$ cat src/rtl/miner_pkg.sv
// Shared miner constants: FSM state encoding and block-header geometry.
package miner_pkg;

  typedef logic [2:0] state_t;

  localparam state_t ST_IDLE  = 3'd0;
  localparam state_t ST_RECV  = 3'd1;
  localparam state_t ST_WRITE = 3'd2;
  localparam state_t ST_CHECK = 3'd3;
  localparam state_t ST_DONE  = 3'd4;

  localparam int HEADER_BYTES = 80;
  localparam int HEADER_WORDS = 20;

endpackage

$ cat src/rtl/header_loader_if.sv
// Byte-stream input and RAM write port of the header loader, bundled as one interface.
interface header_loader_if #(
  parameter int DATA_WIDTH    = 32,
  parameter int ADDRESS_WIDTH = 12
);
  logic [7:0]               byte_in;
  logic                     byte_valid;
  logic                     byte_ready;
  logic                     ram_wEn;
  logic [ADDRESS_WIDTH-1:0] ram_addr;
  logic [DATA_WIDTH-1:0]    ram_data;

  modport master (
    output byte_in, byte_valid,
    input  byte_ready, ram_wEn, ram_addr, ram_data
  );

  modport slave (
    input  byte_in, byte_valid,
    output byte_ready, ram_wEn, ram_addr, ram_data
  );
endinterface

$ cat src/rtl/byte_packer.sv
// Big-endian byte-to-word packer: first byte of a word ends up in the top byte lane.
module byte_packer #(
  parameter int DATA_WIDTH = 32
) (
  input  logic                  clk,
  input  logic                  reset,
  input  logic                  clear,
  input  logic                  shift,
  input  logic [7:0]            byte_in,
  output logic                  word_full,
  output logic [DATA_WIDTH-1:0] word
);
  localparam int BPW   = DATA_WIDTH / 8;
  localparam int IDX_W = (BPW > 1) ? $clog2(BPW) : 1;
  localparam logic [IDX_W-1:0] LAST = IDX_W'(BPW - 1);

  logic [IDX_W-1:0]      byte_idx_q, byte_idx_d;
  logic [DATA_WIDTH-1:0] pack_q, pack_d;

  // word is the value including the byte being shifted in now, so the
  // loader can register it on the same edge that accepts the last byte.
  assign word      = (pack_q << 8) | DATA_WIDTH'(byte_in);
  assign word_full = shift && (byte_idx_q == LAST);

  always_comb begin
    pack_d     = pack_q;
    byte_idx_d = byte_idx_q;
    if (clear) begin
      pack_d     = '0;
      byte_idx_d = '0;
    end else if (shift) begin
      pack_d     = word;
      byte_idx_d = word_full ? '0 : byte_idx_q + 1'b1;
    end
  end

  always_ff @(posedge clk) begin
    if (reset) begin
      pack_q     <= '0;
      byte_idx_q <= '0;
    end else begin
      pack_q     <= pack_d;
      byte_idx_q <= byte_idx_d;
    end
  end
endmodule

$ cat src/rtl/header_loader.sv
// Loads WORDS big-endian packed words from a byte stream into RAM at BASE_ADDR.
// Optional trailing XOR checksum byte: define HEADER_LOADER_CHECKSUM_EN.
module header_loader
  import miner_pkg::*;
#(
  parameter int DATA_WIDTH    = 32,
  parameter int ADDRESS_WIDTH = 12,
  parameter int BASE_ADDR     = 0,
  parameter int WORDS         = 20
) (
  input  logic            clk,
  input  logic            reset,
  input  logic            start,
  header_loader_if.slave  bus,
  output logic            busy,
  output logic            done,
  output logic            err
);
  localparam logic [ADDRESS_WIDTH-1:0] BASE     = ADDRESS_WIDTH'(BASE_ADDR);
  localparam logic [ADDRESS_WIDTH-1:0] LAST_IDX = ADDRESS_WIDTH'(WORDS - 1);

  state_t                   state_q, state_d;
  logic [ADDRESS_WIDTH-1:0] word_idx_q, word_idx_d;
  logic [ADDRESS_WIDTH-1:0] ram_addr_q, ram_addr_d;
  logic [DATA_WIDTH-1:0]    ram_data_q, ram_data_d;
  logic                     ram_wen_q, ram_wen_d;
  logic                     done_q, done_d;
  logic                     byte_ready;
  logic                     pk_clear, pk_shift, word_full;
  logic [DATA_WIDTH-1:0]    word;
`ifdef HEADER_LOADER_CHECKSUM_EN
  logic                     err_q, err_d;
  logic [7:0]               xor_q, xor_d;
`endif

  byte_packer #(.DATA_WIDTH(DATA_WIDTH)) u_packer (
    .clk       (clk),
    .reset     (reset),
    .clear     (pk_clear),
    .shift     (pk_shift),
    .byte_in   (bus.byte_in),
    .word_full (word_full),
    .word      (word)
  );

  always_comb begin
    byte_ready = (state_q == ST_RECV);
`ifdef HEADER_LOADER_CHECKSUM_EN
    if (state_q == ST_CHECK) byte_ready = 1'b1;
`endif
  end

  assign pk_shift = bus.byte_valid && byte_ready && (state_q == ST_RECV);

  always_comb begin
    state_d    = state_q;
    word_idx_d = word_idx_q;
    ram_addr_d = ram_addr_q;
    ram_data_d = ram_data_q;
    ram_wen_d  = 1'b0;
    done_d     = done_q;
    pk_clear   = 1'b0;
`ifdef HEADER_LOADER_CHECKSUM_EN
    err_d      = err_q;
    xor_d      = xor_q;
`endif
    case (state_q)
      ST_IDLE, ST_DONE: begin
        if (start) begin
          state_d    = ST_RECV;
          word_idx_d = '0;
          pk_clear   = 1'b1;
          done_d     = 1'b0;
`ifdef HEADER_LOADER_CHECKSUM_EN
          err_d      = 1'b0;
          xor_d      = '0;
`endif
        end
      end
      ST_RECV: begin
`ifdef HEADER_LOADER_CHECKSUM_EN
        if (pk_shift) xor_d = xor_q ^ bus.byte_in;
`endif
        // Address/data are registered here so they are stable from the
        // start of the WRITE cycle, ahead of the RAM's falling-edge capture.
        if (word_full) begin
          state_d    = ST_WRITE;
          ram_wen_d  = 1'b1;
          ram_addr_d = BASE + word_idx_q;
          ram_data_d = word;
        end
      end
      ST_WRITE: begin
        if (word_idx_q == LAST_IDX) begin
`ifdef HEADER_LOADER_CHECKSUM_EN
          state_d = ST_CHECK;
`else
          state_d = ST_DONE;
          done_d  = 1'b1;
`endif
        end else begin
          word_idx_d = word_idx_q + 1'b1;
          state_d    = ST_RECV;
        end
      end
`ifdef HEADER_LOADER_CHECKSUM_EN
      ST_CHECK: begin
        if (bus.byte_valid) begin
          err_d   = (bus.byte_in != xor_q);
          done_d  = 1'b1;
          state_d = ST_DONE;
        end
      end
`endif
      default: state_d = ST_IDLE;
    endcase
  end

  always_ff @(posedge clk) begin
    if (reset) begin
      state_q    <= ST_IDLE;
      word_idx_q <= '0;
      ram_addr_q <= BASE;
      ram_data_q <= '0;
      ram_wen_q  <= 1'b0;
      done_q     <= 1'b0;
`ifdef HEADER_LOADER_CHECKSUM_EN
      err_q      <= 1'b0;
      xor_q      <= '0;
`endif
    end else begin
      state_q    <= state_d;
      word_idx_q <= word_idx_d;
      ram_addr_q <= ram_addr_d;
      ram_data_q <= ram_data_d;
      ram_wen_q  <= ram_wen_d;
      done_q     <= done_d;
`ifdef HEADER_LOADER_CHECKSUM_EN
      err_q      <= err_d;
      xor_q      <= xor_d;
`endif
    end
  end

  assign bus.byte_ready = byte_ready;
  assign bus.ram_wEn    = ram_wen_q;
  assign bus.ram_addr   = ram_addr_q;
  assign bus.ram_data   = ram_data_q;
  assign busy           = (state_q != ST_IDLE) && (state_q != ST_DONE);
  assign done           = done_q;
`ifdef HEADER_LOADER_CHECKSUM_EN
  assign err            = err_q;
`else
  assign err            = 1'b0;
`endif
endmodule

$ cat src/flat_wrapper.sv
// flat-port wrapper written by rule: the top's interface ports become plain ports
module header_loader_flat import miner_pkg::*;
#(
  parameter int DATA_WIDTH    = 32,
  parameter int ADDRESS_WIDTH = 12,
  parameter int BASE_ADDR     = 0,
  parameter int WORDS         = 20
)
  (clk, reset, start, busy, done, err, bus_byte_in, bus_byte_valid, bus_byte_ready, bus_ram_wEn, bus_ram_addr, bus_ram_data);
  header_loader_if #(.DATA_WIDTH(DATA_WIDTH), .ADDRESS_WIDTH(ADDRESS_WIDTH)) bus_i ();
  input  logic clk;
  input  logic reset;
  input  logic start;
  output logic busy;
  output logic done;
  output logic err;
  input wire logic [$bits(bus_i.byte_in)-1:0] bus_byte_in;
  input wire logic [$bits(bus_i.byte_valid)-1:0] bus_byte_valid;
  output wire logic [$bits(bus_i.byte_ready)-1:0] bus_byte_ready;
  output wire logic [$bits(bus_i.ram_wEn)-1:0] bus_ram_wEn;
  output wire logic [$bits(bus_i.ram_addr)-1:0] bus_ram_addr;
  output wire logic [$bits(bus_i.ram_data)-1:0] bus_ram_data;
  assign bus_i.byte_in = bus_byte_in;
  assign bus_i.byte_valid = bus_byte_valid;
  assign bus_byte_ready = bus_i.byte_ready;
  assign bus_ram_wEn = bus_i.ram_wEn;
  assign bus_ram_addr = bus_i.ram_addr;
  assign bus_ram_data = bus_i.ram_data;
  header_loader #(.DATA_WIDTH(DATA_WIDTH), .ADDRESS_WIDTH(ADDRESS_WIDTH), .BASE_ADDR(BASE_ADDR), .WORDS(WORDS)) u_core (.clk(clk), .reset(reset), .start(start), .bus(bus_i), .busy(busy), .done(done), .err(err));
endmodule
$ cat config.mk
export PLATFORM = sky130hd
export DESIGN_NAME = header_loader_flat
export DESIGN_NICKNAME = d
export VERILOG_FILES = /design/src/rtl/miner_pkg.sv /design/src/rtl/header_loader_if.sv /design/src/rtl/byte_packer.sv /design/src/rtl/header_loader.sv /design/src/flat_wrapper.sv
export SDC_FILE = /design/constraint.sdc
export NUM_CORES = 1
export LEC_CHECK = 0
export ABC_CLOCK_PERIOD_IN_PS = 3900
export BUFFER_PORTS_ARGS = -buffer_cell sky130_fd_sc_hd__buf_2
export CAP_MARGIN = 20
export CORE_MARGIN = 5
export CORE_UTILIZATION = 37
export CTS_BUF_LIST = sky130_fd_sc_hd__clkbuf_8
export DETAILED_ROUTE_END_ITERATION = 12
export PLACE_DENSITY = 0.55
export SLEW_MARGIN = 25
export SYNTH_ARGS = -nofsm -noshare
export SYNTH_HDL_FRONTEND = slang
export SYNTH_HIERARCHICAL = 1
export SYNTH_SLANG_ARGS = --single-unit
$ cat constraint.sdc
create_clock -name clk -period 3.9 [get_ports clk]
set_input_delay 0.78 -clock clk [delete_from_list [all_inputs] [get_ports clk]]
set_output_delay 0.78 -clock clk [all_outputs]
set_load 0.02 [all_outputs]
# After elaboration in Yosys (flattened, before gate mapping)
# Cells that the tools add are included.
# W data, S select, Z words.
# word_totals
reg_bits	87
inputBits	12
out_inout_bits	49
elab_cells	50
# op_classes
addsub	2
eq_ne	10
muxes	14
n_bitwise	2
n_reduce_logical	14
# op_table
cell	n
$or A32 B8 Y32	1
$mux W12	2
$pmux W12 S2	1
$add A12 B1 Y12 const B	1
$eq A12 B5 Y1 const B	1
$mux W3	3
$pmux W3 S3	1
$ne A2 B2 Y1 const B	3
$reduce_and A3 Y1	2
$reduce_or A2 Y1	3
$mux W1	5
$logic_and A1 B1 Y1	4
$reduce_and A2 Y1	2
$eq A3 B1 Y1 const B	1
$eq A3 B2 Y1 const B	1
$eq A3 B3 Y1 const B	1
$logic_not A3 Y1	1
$ne A3 B3 Y1 const B	1
$reduce_bool A3 Y1	1
$add A2 B1 Y2 const B	1
$eq A2 B2 Y1 const B	1
$mux W2	1
$ne A2 B1 Y1 const B	1
$pmux W1 S2	1
2 further kinds	2

# Depth between registers and ports, before layout
# logic_depth
depth_word	6
mapped_depth	10
mapped_depth_nobuf	6

# By module
# Netlist, hierarchy kept.
# modules_own_cells
mod	instances	cells_per_inst	area_each_um2	seq_area_each_um2
header_loader	1	295	2393.5	1221.2
byte_packer	1	96	1011.0	520.5

# Worst setup path after synthesis
# No wires, ideal clock.
# synth_path
path_type	register -> register
startpoint	register u_core.state_q[0]
endpoint	register u_core.ram_addr_q[2], in the netlist u_core/bus.ram_addr[2]
setup_ns	0.070
arrival_time_ns	2.149
setup_slack_ns	1.680
stages_incl_launch_ff	11
path_buffers	4
period_less_slack_ns	2.220
cell_sequence	dfxtp_1 nor3b_2 and2_1 buf_6 buf_4 and2_1 and2_1 buf_2 buf_2 nand2_1 a21oi_1
# synth_via
elab_chain_len	5
# synth_rtl
item	line	source
start: declaration	header_loader.sv:22	state_t state_q, state_d;
start signal: assignment	header_loader.sv:132	state_q <= state_d;
$eq A3 B1 Y1 (*)	header_loader.sv:47	byte_ready = (state_q == ST_RECV);
via bus_byte_ready	flat_wrapper.sv:19	output wire logic [$bits(bus_i.byte_ready)-1:0] bus_byte_ready;
$logic_and A1 B1 Y1	header_loader.sv:53	assign pk_shift = bus.byte_valid && byte_ready && (state_q == ST_RECV);
$logic_and A1 B1 Y1 (*)	header_loader.sv:53	
via u_core.pk_shift	header_loader.sv:29	logic pk_clear, pk_shift, word_full;
$logic_and A1 B1 Y1 (*)	byte_packer.sv:23	assign word_full = shift && (byte_idx_q == LAST);
via u_core.word_full	header_loader.sv:29	
$reduce_and A2 Y1 (no line) (*)	--	
end signal: assignment	header_loader.sv:134	ram_addr_q <= ram_addr_d;
end: declaration	header_loader.sv:24	logic [ADDRESS_WIDTH-1:0] ram_addr_q, ram_addr_d;
# Mark *: on every way through the listed nets, which the timed path passes. The rest lies on a longest branch.
# A chain may end at the register's enable or synchronous reset.

# Final worst setup path
# layout_path
startpoint	register u_core.state_q[0]
endpoint	register u_core.ram_data_q[16], in the netlist u_core/bus.ram_data[16]
# layout_via
elab_chain_len	5
# layout_rtl
item	line	source
$eq A3 B1 Y1 (*)	header_loader.sv:47, header_loader.sv:53	
$logic_and A1 B1 Y1	header_loader.sv:53	
$logic_and A1 B1 Y1 (*)	header_loader.sv:53	
via u_core.pk_shift	header_loader.sv:29	
$logic_and A1 B1 Y1 (*)	byte_packer.sv:23	
via u_core.word_full	header_loader.sv:29	
$reduce_and A2 Y1 (no line) (*)	--	
end signal: assignment	header_loader.sv:135	ram_data_q <= ram_data_d;
end: declaration	header_loader.sv:25	logic [DATA_WIDTH-1:0] ram_data_q, ram_data_d;
# Marks and branches as above.

==> results.md <==
* Outcome: finished clean
* Net Sw Frac at 0.241
* H-tree level count at 3
* Area post-placement at 3670 sq um
* Area grow syn2layout at 13.6%
* RSZ-0062 raised after global routing: no
* Max Clock Freq at 0.442 GHz
* Max incr delay on CP at 0.44 ns
* DR vias at between 2000 and 3000
* Ys flop type: dfxtp_1
* Drt first pass iters at 4
* Grt total ovfl at 0
* CP max FO at 27
* Synth Register Bits at 87
* Leakage at 0.00146 uW
* WS Path Type: flip-flop to flip-flop
* Switch Pwr at 375 uW
* Finish-stage setup viols at 0
* Syn avg cell area at between 8 and 9 sq um
* Final-stage net count at between 400 and 500
* Crit path time final at around 2.3 ns
* Cells along the critical path: nor3b_2, and2_1, and2_1, nand2_1, buf_4, nand2_1, a21oi_1
* WP buf/inv at 1
* Hold-fix buffers, CTS at 0
* Drt total wl at 7.37 mm
* Total power at between 1500 and 2000 uW
* Required time of the critical path at 4.12 ns
* CTS-repair resized insts at 0
* Slowest CP cell: dfxtp_1
* R2R depth at 7
* Most frequent cells in the layout: nand2_1, dfxtp_1, buf_2, a21oi_1, nor2_1
* Pin count of the biggest net entering global routing at between 50 and 60
* Initial Util at 0.374
* Post-CTS Setup Inserts at 0
* Number of global-route vias before repair at 2658
* R2R Setup Slk at 1.64 ns
* CP top delay family: simple AND/OR/NAND/NOR gates
* Initial DRC count at 63
* Hold Crit Endpoint: u_core/bus.ram_addr[0]
* Post-DP HPWL at 4.90 mm
* Boundary pin count at 61
* Fin Setup TNS at 0 ns
* Die height at 106 microns
* Setup crit end kind: flip-flop
* Antenna Cells at 0
* Tcrit/Tclk final at 0.579
* Ys Warns at 6
* Worst Hold Class: flip-flop to flip-flop
* Post-synth top area cell: dfxtp_1
* Die footprint at between 10000 and 15000 sq um
* Top post-synthesis cells by area: dfxtp_1, nand2_1, a21oi_1
* Share of Yosys cell area claimed by the top area cell type at 0.512
* Detail Route Antenna Nets at 0
* Num rows at 35
* Later-pin clock latency in the skew report at 0.36 ns
* Initial antenna violation count at 0
* Chip width at 106 microns
* Cts bufs inserted at 9
* WP data arrival at 2.48 ns
* Post-synth cell types at 41
* Seq/Total Area, Yosys at 0.512
* Int Pwr at 1180 uW
* Setup Skew at 0.00876 ns
* Core area at 9110 sq um
* Sink Count at 87
* Final hold violations at 0
* Design area at 3870 sq um
* Layout cells sized above 1 at 0.208
* Drc violations at 0
* Synthesized Nets at 405
* Hold Slack at 0.456 ns
* CTS clock-pin slew for the worst setup and hold paths at ~0.09 ns
* Worst Hold Depth at 2
* Routability cong. at roughly 0.80
* Hold wc startpoint: u_core/bus.ram_addr[0]
* Async SR Flop Fraction at 0
* Power per cell area at roughly 400 nW/um^2
* Clock power share at 0.388
* First-pass GRT wire length at roughly 13 mm
* Global Route Usage Sum at 0.139
* Critical path launch point type: flip-flop
* Worst IR drop on VDD at 0.154 mV
* Vias per cell at 4.97
* Slew headroom at 0.393
* Reg power frac at 0.575
* Reg-to-reg critical path endpoint: u_core/bus.ram_data[16]
* Post-synth EDFFs at 0
* Wirelength per Cell at roughly 13 microns
* Slew @ Worst Pin at approximately 0.91 ns
* IO buf count at ~60
* Post-Syn Area at 3400 sq um
* Final Slew Violations at 0
* CTS tree: done
* Clk buf depth at 2
* Launching point of the worst reg2reg path: u_core/state_q[0]
* Mapped Cells at 391
* Max Cap Viol at 0
* Most common cell after layout, fill and taps aside: nand2_1
* Combinational share of power at 0.037
* Clock Tree Root: clkbuf_8
==> cell families (layout without fill, tap and decap cells) <==
logic type / count (synthesis) / after routing / share of synthesized area
multiplexers: 26 / 26 / 0.0764
AO/OA/AOI/OAI: 74 / 74 / 0.123
AND/OR/NAND/NOR: 164 / 164 / 0.218
XOR/XNOR: 1 / 1 / 0.00257
buffers and inverters: 36 / 82 / 0.0595
flip-flops: 87 / 87 / 0.512
other: 1 / 1 / 0.00110
adder cells (fa/ha/maj): 2 / 2 / 0.00735
==> sequential cells by signal, indices dropped and copies added, names as in the netlist <==
signal	cells
u_core/bus.ram_addr	12
u_core/done	1
u_core/u_packer/pack_q	24
u_core/u_packer/byte_idx_q	2
u_core/bus.ram_wEn	1
u_core/bus.ram_data	32
u_core/word_idx_q	12
u_core/state_q	3
==> worst max-delay path by stage <==
stage,start,to,slack [ns],cells past startpoint
global placement,reset,u_core/u_packer/pack_q[16],1.25,3
finish,u_core/state_q[0],u_core/bus.ram_data[16],1.64,7
global route,u_core/state_q[0],u_core/bus.ram_addr[7],1.34,7
floorplan,u_core/state_q[0],u_core/bus.ram_addr[2],1.68,10
CTS,u_core/state_q[0],u_core/bus.ram_data[16],1.51,7
detailed placement,reset,u_core/u_packer/pack_q[1],1.15,3
==> power groups by stage <==
stage,sequential [uW],clock (uW),combinational [uW]
global placement,916,0,58.3
finish,895,604,57.8
detailed placement,916,0,58.9
floorplan,915,0,51.5
CTS,895,626,59.1
global route,896,659,64.6
==> Yosys cell counts (2+ instances only) <==
cell,number
or4b_4,2
mux2i_1,26
a31oi_1,5
and3_1,2
or3_1,4
nand2b_1,3
nand3_1,6
o21ai_1,2
inv_1,4
dfxtp_1,87
ha_1,2
o21ai_0,6
and2_1,3
a21oi_1,53
nor2_1,31
or3b_1,2
nand2_2,2
nand2_1,95
clkbuf_1,10
buf_2,9
nor3b_2,2
nor3_1,5
buf_6,2
buf_4,11
==> metal layers <==
| layer | GRT usage | up-vias | share of wire |
|---|---|---|---|
| li1 | - | 1374 | - |
| met1 | 0.184 | 1285 | 0.49 |
| met2 | 0.216 | 51 | 0.45 |
| met3 | 0.0364 | 12 | 0.042 |
| met4 | 0.0537 | 0 | 0.016 |
| met5 | 0 | - | 0 |
==> area by class of cell <==
class	count	area (sq um)
multi-input cells	268	1460
clock buffers	11	151
fillers	959	5240
clock inverters	5	41.3
well taps	111	139
flip-flops and latches	87	1740
repair buffers	62	320
inverters	4	15.0
==> metrics by stage <==
step | std cells | util | worst slack, ns
2_1_floorplan | 391 | - | 1.68
3_3_place_gp | 532 | 0.403 | 1.25
3_5_place_dp | 532 | 0.403 | 1.15
4_1_cts | 548 | 0.424 | 1.51
5_1_grt | 548 | 0.425 | 1.34
6_report | 548 | 0.425 | 1.64
==> worst reg2reg max path, cell delays in order (launching register included) <==
cell and delay (ns):
dfxtp_1 0.44, nor3b_2 0.34, and2_1 0.20, and2_1 0.15, nand2_1 0.40, buf_4 0.42, nand2_1 0.10, a21oi_1 0.06
Power figures use the tool's default switching activity.
